<file path="src/rtl/sram_port_arbiter_pkg.sv">
// Shared types and constants for the two-port sram arbiter.
// States, port ids and the access-counter width helper live here.
package sram_arb_pkg;

  typedef enum logic [1:0] {
    IDLE   = 2'd0,
    ACCESS = 2'd1,
    RESP   = 2'd2
  } state_e;

  localparam logic PORT_I = 1'b0;
  localparam logic PORT_D = 1'b1;

  // Counter holds ACCESS_CYCLES-1 down to 0; never narrower than one bit.
  function automatic int cnt_w(input int access_cycles);
    return (access_cycles > 1) ? $clog2(access_cycles) : 1;
  endfunction

endpackage

</file>
<file path="src/rtl/sram_port_arbiter_if.sv">
// Requester and sram-side signals of the arbiter.
// The slave modport is the arbiter's view; master is the fetch/mem/sram side.
interface sram_port_arbiter_if #(
  parameter int ADDR_W = 32,
  parameter int DATA_W = 32
);
  logic              i_req;
  logic [ADDR_W-1:0] i_addr;
  logic [DATA_W-1:0] i_rdata;
  logic              i_ack;

  logic              d_req;
  logic              d_we;
  logic [ADDR_W-1:0] d_addr;
  logic [DATA_W-1:0] d_wdata;
  logic [DATA_W-1:0] d_rdata;
  logic              d_ack;

  logic              sram_cs;
  logic              sram_oe;
  logic              sram_we;
  logic [ADDR_W-1:0] sram_addr;
  logic [DATA_W-1:0] sram_din;
  logic [DATA_W-1:0] sram_dout;

  logic              busy;

  modport slave (
    input  i_req, i_addr, d_req, d_we, d_addr, d_wdata, sram_dout,
    output i_rdata, i_ack, d_rdata, d_ack,
           sram_cs, sram_oe, sram_we, sram_addr, sram_din, busy
  );

  modport master (
    output i_req, i_addr, d_req, d_we, d_addr, d_wdata, sram_dout,
    input  i_rdata, i_ack, d_rdata, d_ack,
           sram_cs, sram_oe, sram_we, sram_addr, sram_din, busy
  );
endinterface

</file>
<file path="src/rtl/sram_port_arbiter_rr_arb2.sv">
// Two-request round-robin arbiter: combinational grant, registered last grant.
// On contention the port that did not win last time is chosen.
module rr_arb2
  import sram_arb_pkg::*;
(
  input  logic       clk,
  input  logic       rst_n,
  input  logic [1:0] req,
  input  logic       upd,
  input  logic       upd_port,
  output logic       gnt_vld,
  output logic       gnt_port
);

  logic last_grant;

  // Reset to the data port so the instruction port wins the first contention.
  always_ff @(posedge clk or negedge rst_n) begin
    if (!rst_n)   last_grant <= PORT_D;
    else if (upd) last_grant <= upd_port;
  end

  always_comb begin
    gnt_vld = |req;
    if (&req) gnt_port = ~last_grant;
    else      gnt_port = req[PORT_D] ? PORT_D : PORT_I;
  end

endmodule

</file>
<file path="src/rtl/sram_port_arbiter.sv">
// Shares one asynchronous sram between instruction-fetch and data ports.
// IDLE -> ACCESS (ACCESS_CYCLES with cs high) -> RESP (one-cycle ack).
module sram_port_arbiter
  import sram_arb_pkg::*;
#(
  parameter int ACCESS_CYCLES = 2,
  parameter int ADDR_W        = 32,
  parameter int DATA_W        = 32
) (
  input logic                clk,
  input logic                rst_n,
  sram_port_arbiter_if.slave bus
);

  localparam int             CW       = cnt_w(ACCESS_CYCLES);
  localparam logic [CW-1:0]  CNT_LOAD = CW'(ACCESS_CYCLES - 1);

  if (ACCESS_CYCLES < 1) begin : g_bad_cycles
    $error("sram_port_arbiter: ACCESS_CYCLES must be >= 1");
  end

  typedef struct packed {
    logic              we;
    logic [ADDR_W-1:0] addr;
    logic [DATA_W-1:0] wdata;
  } req_t;

  state_e            state_q, state_d;
  logic [CW-1:0]     cnt_q;
  logic              owner_q;
  req_t              cur_q, sel;
  logic              cs_q, oe_q, we_q;
  logic [DATA_W-1:0] i_rdata_q, d_rdata_q;
  logic              gnt_vld, gnt_port;
  logic              take, capture, done;

  rr_arb2 u_arb (
    .clk      (clk),
    .rst_n    (rst_n),
    .req      ({bus.d_req, bus.i_req}),
    .upd      (done),
    .upd_port (owner_q),
    .gnt_vld  (gnt_vld),
    .gnt_port (gnt_port)
  );

  // Payload of the winning port; fetch is always a read and reads drive din=0.
  always_comb begin
    sel = '0;
    if (gnt_port == PORT_D) begin
      sel.we    = bus.d_we;
      sel.addr  = bus.d_addr;
      sel.wdata = bus.d_we ? bus.d_wdata : '0;
    end else begin
      sel.addr  = bus.i_addr;
    end
  end

  always_ff @(posedge clk or negedge rst_n) begin
    if (!rst_n) state_q <= IDLE;
    else        state_q <= state_d;
  end

  always_comb begin
    state_d = state_q;
    take    = 1'b0;
    capture = 1'b0;
    done    = 1'b0;
    case (state_q)
      IDLE: if (gnt_vld) begin
        take    = 1'b1;
        state_d = ACCESS;
      end
      ACCESS: if (cnt_q == '0) begin
        capture = ~cur_q.we;
        state_d = RESP;
      end
      RESP: begin
        done    = 1'b1;
        state_d = IDLE;
      end
      default: state_d = IDLE;
    endcase
  end

  // sram strobes stay constant across ACCESS and drop on entry to RESP;
  // address and write data are left holding for the sram's benefit.
  always_ff @(posedge clk or negedge rst_n) begin
    if (!rst_n) begin
      cnt_q     <= '0;
      owner_q   <= PORT_I;
      cur_q     <= '0;
      cs_q      <= 1'b0;
      oe_q      <= 1'b0;
      we_q      <= 1'b0;
      i_rdata_q <= '0;
      d_rdata_q <= '0;
    end else begin
      if (take) begin
        owner_q <= gnt_port;
        cur_q   <= sel;
        cnt_q   <= CNT_LOAD;
        cs_q    <= 1'b1;
        oe_q    <= ~sel.we;
        we_q    <= sel.we;
      end else if (state_q == ACCESS) begin
        if (cnt_q != '0) begin
          cnt_q <= cnt_q - 1'b1;
        end else begin
          cs_q <= 1'b0;
          oe_q <= 1'b0;
          we_q <= 1'b0;
        end
      end
      if (capture) begin
        if (owner_q == PORT_D) d_rdata_q <= bus.sram_dout;
        else                   i_rdata_q <= bus.sram_dout;
      end
    end
  end

  assign bus.sram_cs   = cs_q;
  assign bus.sram_oe   = oe_q;
  assign bus.sram_we   = we_q;
  assign bus.sram_addr = cur_q.addr;
  assign bus.sram_din  = cur_q.wdata;
  assign bus.i_rdata   = i_rdata_q;
  assign bus.d_rdata   = d_rdata_q;
  assign bus.i_ack     = (state_q == RESP) && (owner_q == PORT_I);
  assign bus.d_ack     = (state_q == RESP) && (owner_q == PORT_D);
  assign bus.busy      = (state_q != IDLE);

endmodule

</file>
<file path="src/flat_wrapper.sv">
// flat-port wrapper written by rule: the top's interface ports become plain ports
module sram_port_arbiter_flat import sram_arb_pkg::*;
#(
  parameter int ACCESS_CYCLES = 2,
  parameter int ADDR_W        = 32,
  parameter int DATA_W        = 32
)
  (clk, rst_n, bus_i_req, bus_i_addr, bus_d_req, bus_d_we, bus_d_addr, bus_d_wdata, bus_sram_dout, bus_i_rdata, bus_i_ack, bus_d_rdata, bus_d_ack, bus_sram_cs, bus_sram_oe, bus_sram_we, bus_sram_addr, bus_sram_din, bus_busy);
  sram_port_arbiter_if #(.ADDR_W(ADDR_W), .DATA_W(DATA_W)) bus_i ();
  input logic clk;
  input logic rst_n;
  input wire logic [$bits(bus_i.i_req)-1:0] bus_i_req;
  input wire logic [$bits(bus_i.i_addr)-1:0] bus_i_addr;
  input wire logic [$bits(bus_i.d_req)-1:0] bus_d_req;
  input wire logic [$bits(bus_i.d_we)-1:0] bus_d_we;
  input wire logic [$bits(bus_i.d_addr)-1:0] bus_d_addr;
  input wire logic [$bits(bus_i.d_wdata)-1:0] bus_d_wdata;
  input wire logic [$bits(bus_i.sram_dout)-1:0] bus_sram_dout;
  output wire logic [$bits(bus_i.i_rdata)-1:0] bus_i_rdata;
  output wire logic [$bits(bus_i.i_ack)-1:0] bus_i_ack;
  output wire logic [$bits(bus_i.d_rdata)-1:0] bus_d_rdata;
  output wire logic [$bits(bus_i.d_ack)-1:0] bus_d_ack;
  output wire logic [$bits(bus_i.sram_cs)-1:0] bus_sram_cs;
  output wire logic [$bits(bus_i.sram_oe)-1:0] bus_sram_oe;
  output wire logic [$bits(bus_i.sram_we)-1:0] bus_sram_we;
  output wire logic [$bits(bus_i.sram_addr)-1:0] bus_sram_addr;
  output wire logic [$bits(bus_i.sram_din)-1:0] bus_sram_din;
  output wire logic [$bits(bus_i.busy)-1:0] bus_busy;
  assign bus_i.i_req = bus_i_req;
  assign bus_i.i_addr = bus_i_addr;
  assign bus_i.d_req = bus_d_req;
  assign bus_i.d_we = bus_d_we;
  assign bus_i.d_addr = bus_d_addr;
  assign bus_i.d_wdata = bus_d_wdata;
  assign bus_i.sram_dout = bus_sram_dout;
  assign bus_i_rdata = bus_i.i_rdata;
  assign bus_i_ack = bus_i.i_ack;
  assign bus_d_rdata = bus_i.d_rdata;
  assign bus_d_ack = bus_i.d_ack;
  assign bus_sram_cs = bus_i.sram_cs;
  assign bus_sram_oe = bus_i.sram_oe;
  assign bus_sram_we = bus_i.sram_we;
  assign bus_sram_addr = bus_i.sram_addr;
  assign bus_sram_din = bus_i.sram_din;
  assign bus_busy = bus_i.busy;
  sram_port_arbiter #(.ACCESS_CYCLES(ACCESS_CYCLES), .ADDR_W(ADDR_W), .DATA_W(DATA_W)) u_core (.clk(clk), .rst_n(rst_n), .bus(bus_i));
endmodule
</file>
<file path="config.mk">
export PLATFORM = sky130hd
export DESIGN_NAME = sram_port_arbiter_flat
export DESIGN_NICKNAME = d
export VERILOG_FILES = /design/src/rtl/sram_port_arbiter_pkg.sv /design/src/rtl/sram_port_arbiter_if.sv /design/src/rtl/sram_port_arbiter_rr_arb2.sv /design/src/rtl/sram_port_arbiter.sv /design/src/flat_wrapper.sv
export SDC_FILE = /design/constraint.sdc
export NUM_CORES = 1
export LEC_CHECK = 0
export BUFFER_PORTS_ARGS = -buffer_cell sky130_fd_sc_hd__buf_2
export CORE_MARGIN = 10
export CORE_UTILIZATION = 35
export CTS_CLUSTER_SIZE = 12
export DETAILED_ROUTE_END_ITERATION = 8
export SYNTH_ARGS = -nofsm -noshare
export SYNTH_HDL_FRONTEND = slang
export SYNTH_HIERARCHICAL = 1
export SYNTH_SLANG_ARGS = --single-unit
</file>
<file path="constraint.sdc">
create_clock -name clk -period 5.8 [get_ports clk]
set_input_delay 0.29 -clock clk [delete_from_list [all_inputs] [get_ports clk]]
set_output_delay 0.29 -clock clk [all_outputs]
set_load 0.1 [all_outputs]
</file>
==> impl_metrics.csv <==
group,metric,value,unit
floorplanning,ios,267,
cts,cts_resized,0,
synthesis,yosysSeqAreaShare,57.7,%
placement,gp_congestion,0.790,
layout,fillers,1556,
floorplanning,rows,47,
floorplanning,die_area,0.0226,mm2
setup_path,max_stage_delay,0.96,ns
synthesis,synth_cells,449,
cts,cts_root_buf,"clkbuf_16",
timing,setup_viol,0,
setup_path,critPathMaxFanout,32,
setup_path,timing.critical_path.buf_inv,0,
placement,port_buffers,266,
global_route,antenna_found_initial,1,
flow_run,drv_cap,0,
cts,htree_levels,4,
cts,clkSlewWorstSetupHoldPaths,0.06,ns
synthesis,netlist_area,0.00594,mm2
layout,syn_to_final_growth,27.5,%
timing,setup_slack,3.26,ns
setup_path,cp-start-kind,"flop",
timing,rsz0062_at_grt,"false",
setup_path,crit_path_top_delay_cell,"or3b_2",
hold_path,hold_path.class,"input port to flop",
layout,n_antenna_cell,0,
timing,worst_pin_slew,1.27,ns
cts,cts_tree,"built",
timing,fin_crit,2.54,ns
routing,drc,0,
routing,dr_total_vias,3966,
synthesis,syn_avg_cell_area,13.2,um2
layout,seq_area,0.00343,mm2
routing,drt-initial-drc-count,138,
floorplanning,die_x,150,um
layout,fin_nets,780,
setup_path,cp.arrival,2.83,ns
timing,setup_tns,0,ns
synthesis,yosys_warnings,6,
timing,max-slew-margin-rel,15.6,%
global_route,gr-usage-all-layers,13.5,%
cts,clk_latency,0.41,ns
floorplanning,coreArea,0.0166,mm2
routing,route.detailed.wl_per_inst,17.7,um
placement,post-place-ws,3.27,ns
cts,clock-sinks,137,
synthesis,synth-seq-cells,137,
global_route,gr-total-overflow,0,
timing,maxSlewViolCount,0,
timing,timing.fmax,0.394,GHz
placement,dpl.hpwl,11900,um
synthesis,ys_types,27,
timing,finalCritPeriodShare,43.7,%
global_route,grt_max_degree,101,
setup_path,cp_cell_sequence,"or3b_1, or3b_2, mux2_4",
global_route,grt_pass1_vias,4334,
synthesis,synthesis.nets,582,
routing,avgViaCountPerCell,4.51,
run_status,run_status,"completed",
cts,postCtsHoldBufs,1,
cts,clockBufferDepth,2,
routing,totalWireLength,15600,um
layout,final_common_cell,"buf_2",
timing,hold_violations,0,
timing,fin_hold_ws,0.0969,ns
setup_path,crit_required,6.09,ns
setup_path,crit_family,"simple AND/OR/NAND/NOR gates",
routing,firstDrtPassIters,7,
floorplanning,start_util,35.7,%
layout,multi_input_area,0.00190,mm2
layout,drive_above_1_share,56.2,%
floorplanning,die_h,150,um
global_route,grt_pass1_wl,24100,um
timing,fin_skew,0.00683,ns
cts,cts_made_buffers,17,
setup_path,critPathCaptureType,"flop",
cts,post-cts-setup-buffers,0,
layout,layout_common_cells,"buf_2 (265), dfrtp_1 (136), nand2_1 (37), mux2i_1 (33)",
setup_path,path_class,"flop to flop",
routing,ant_nets,0,
layout,final_core_util,45.5,%
-- final timing paths --
path | cells after the start | end | slack (ns) | startpoint
hold / removal | 2 | u_core/bus.sram_din[9]$_DFFE_PN0P_ | 0.1 | bus_d_wdata[9]
max in group asynchronous | 3 | u_core/bus.sram_din[4]$_DFFE_PN0P_ | 4.03 | rst_n
min in group asynchronous | 2 | u_core/bus.d_rdata[30]$_DFFE_PN0P_ | 0.44 | rst_n
hold reg to reg | 2 | u_core/bus.sram_addr[24]$_DFFE_PN0P_ | 0.47 | u_core/bus.sram_addr[24]$_DFFE_PN0P_
setup / recovery | 3 | u_core/bus.d_rdata[6]$_DFFE_PN0P_ | 3.26 | u_core/state_q[0]$_DFFE_PN0P_
setup reg to reg | 3 | u_core/bus.d_rdata[6]$_DFFE_PN0P_ | 3.26 | u_core/state_q[0]$_DFFE_PN0P_
-- flip-flops by register name, indices dropped and copies added (netlist names) --
name / flops
u_core/owner_q: 1
u_core/bus.sram_cs: 1
u_core/state_q: 2
u_core/cnt_q: 1
u_core/cur_q: 1
u_core/u_arb/last_grant: 1
u_core/bus.d_rdata: 32
u_core/bus.sram_we: 1
u_core/bus.i_rdata: 32
u_core/bus.sram_oe: 1
u_core/bus.sram_din: 32
u_core/bus.sram_addr: 32
-- cells in the mapped netlist --
master | count | share of area [%]
nor3b_1 | 1 | 0.13
nor3_2 | 1 | 0.17
a21boi_0 | 1 | 0.13
and3_1 | 1 | 0.11
mux2i_1 | 33 | 5.6
nor3_1 | 1 | 0.084
clkbuf_1 | 19 | 1.2
mux2_2 | 31 | 5.9
or3b_1 | 2 | 0.29
dfstp_2 | 1 | 0.44
inv_1 | 2 | 0.13
mux2_4 | 31 | 7.8
dfrtp_1 | 136 | 57
buf_6 | 4 | 0.76
nor2_1 | 3 | 0.19
buf_4 | 65 | 8.2
or3b_2 | 1 | 0.15
or2_2 | 2 | 0.21
nand2_1 | 37 | 2.3
mux2_1 | 3 | 0.57
a21o_1 | 1 | 0.13
o21ai_0 | 32 | 2.7
a31o_2 | 1 | 0.15
a22o_1 | 32 | 4.7
and2_1 | 1 | 0.11
a21oi_1 | 3 | 0.25
buf_2 | 4 | 0.34
-- through the flow --
stage          area (um2)  cells
6_report             7580    880
5_1_grt              7580    880
4_1_cts              7580    880
3_5_place_dp         6980    847
3_3_place_gp         6980    847
2_1_floorplan        5940    449
-- routing by layer --
layer	wire length [um]	GRT usage, %	vias to the layer above
li1	-	-	1886
met1	6410	16.0	1897
met5	13	0	-
met4	123	3.50	2
met3	1560	6.18	12
met2	7470	21.8	169
-- worst reg2reg max path, stage by stage, from the launching register on --
cell and delay (ns):
dfrtp_1 0.47, or3b_1 0.51, or3b_2 0.96, mux2_4 0.49
-- cell type report --
cell class	instances	area share, %
clock buffer	19	5.85
clock inverter	13	1.88
inverter	2	0.0991
multi-input combinational	218	25.1
sequential	137	45.3
tap	220	3.63
timing repair buffer	271	18.2
-- cells by family after synthesis --
logic type | count (synthesis) | synth area share, %
flip-flops | 137 | 57.7
multiplexers | 98 | 19.8
buffers and inverters | 94 | 10.6
AO/OA/AOI/OAI | 70 | 8.06
AND/OR/NAND/NOR | 50 | 3.77
Power is left out: the tool's default activity adds up to more than one toggle a clock period on the data nets, which glitch-free logic cannot reach.
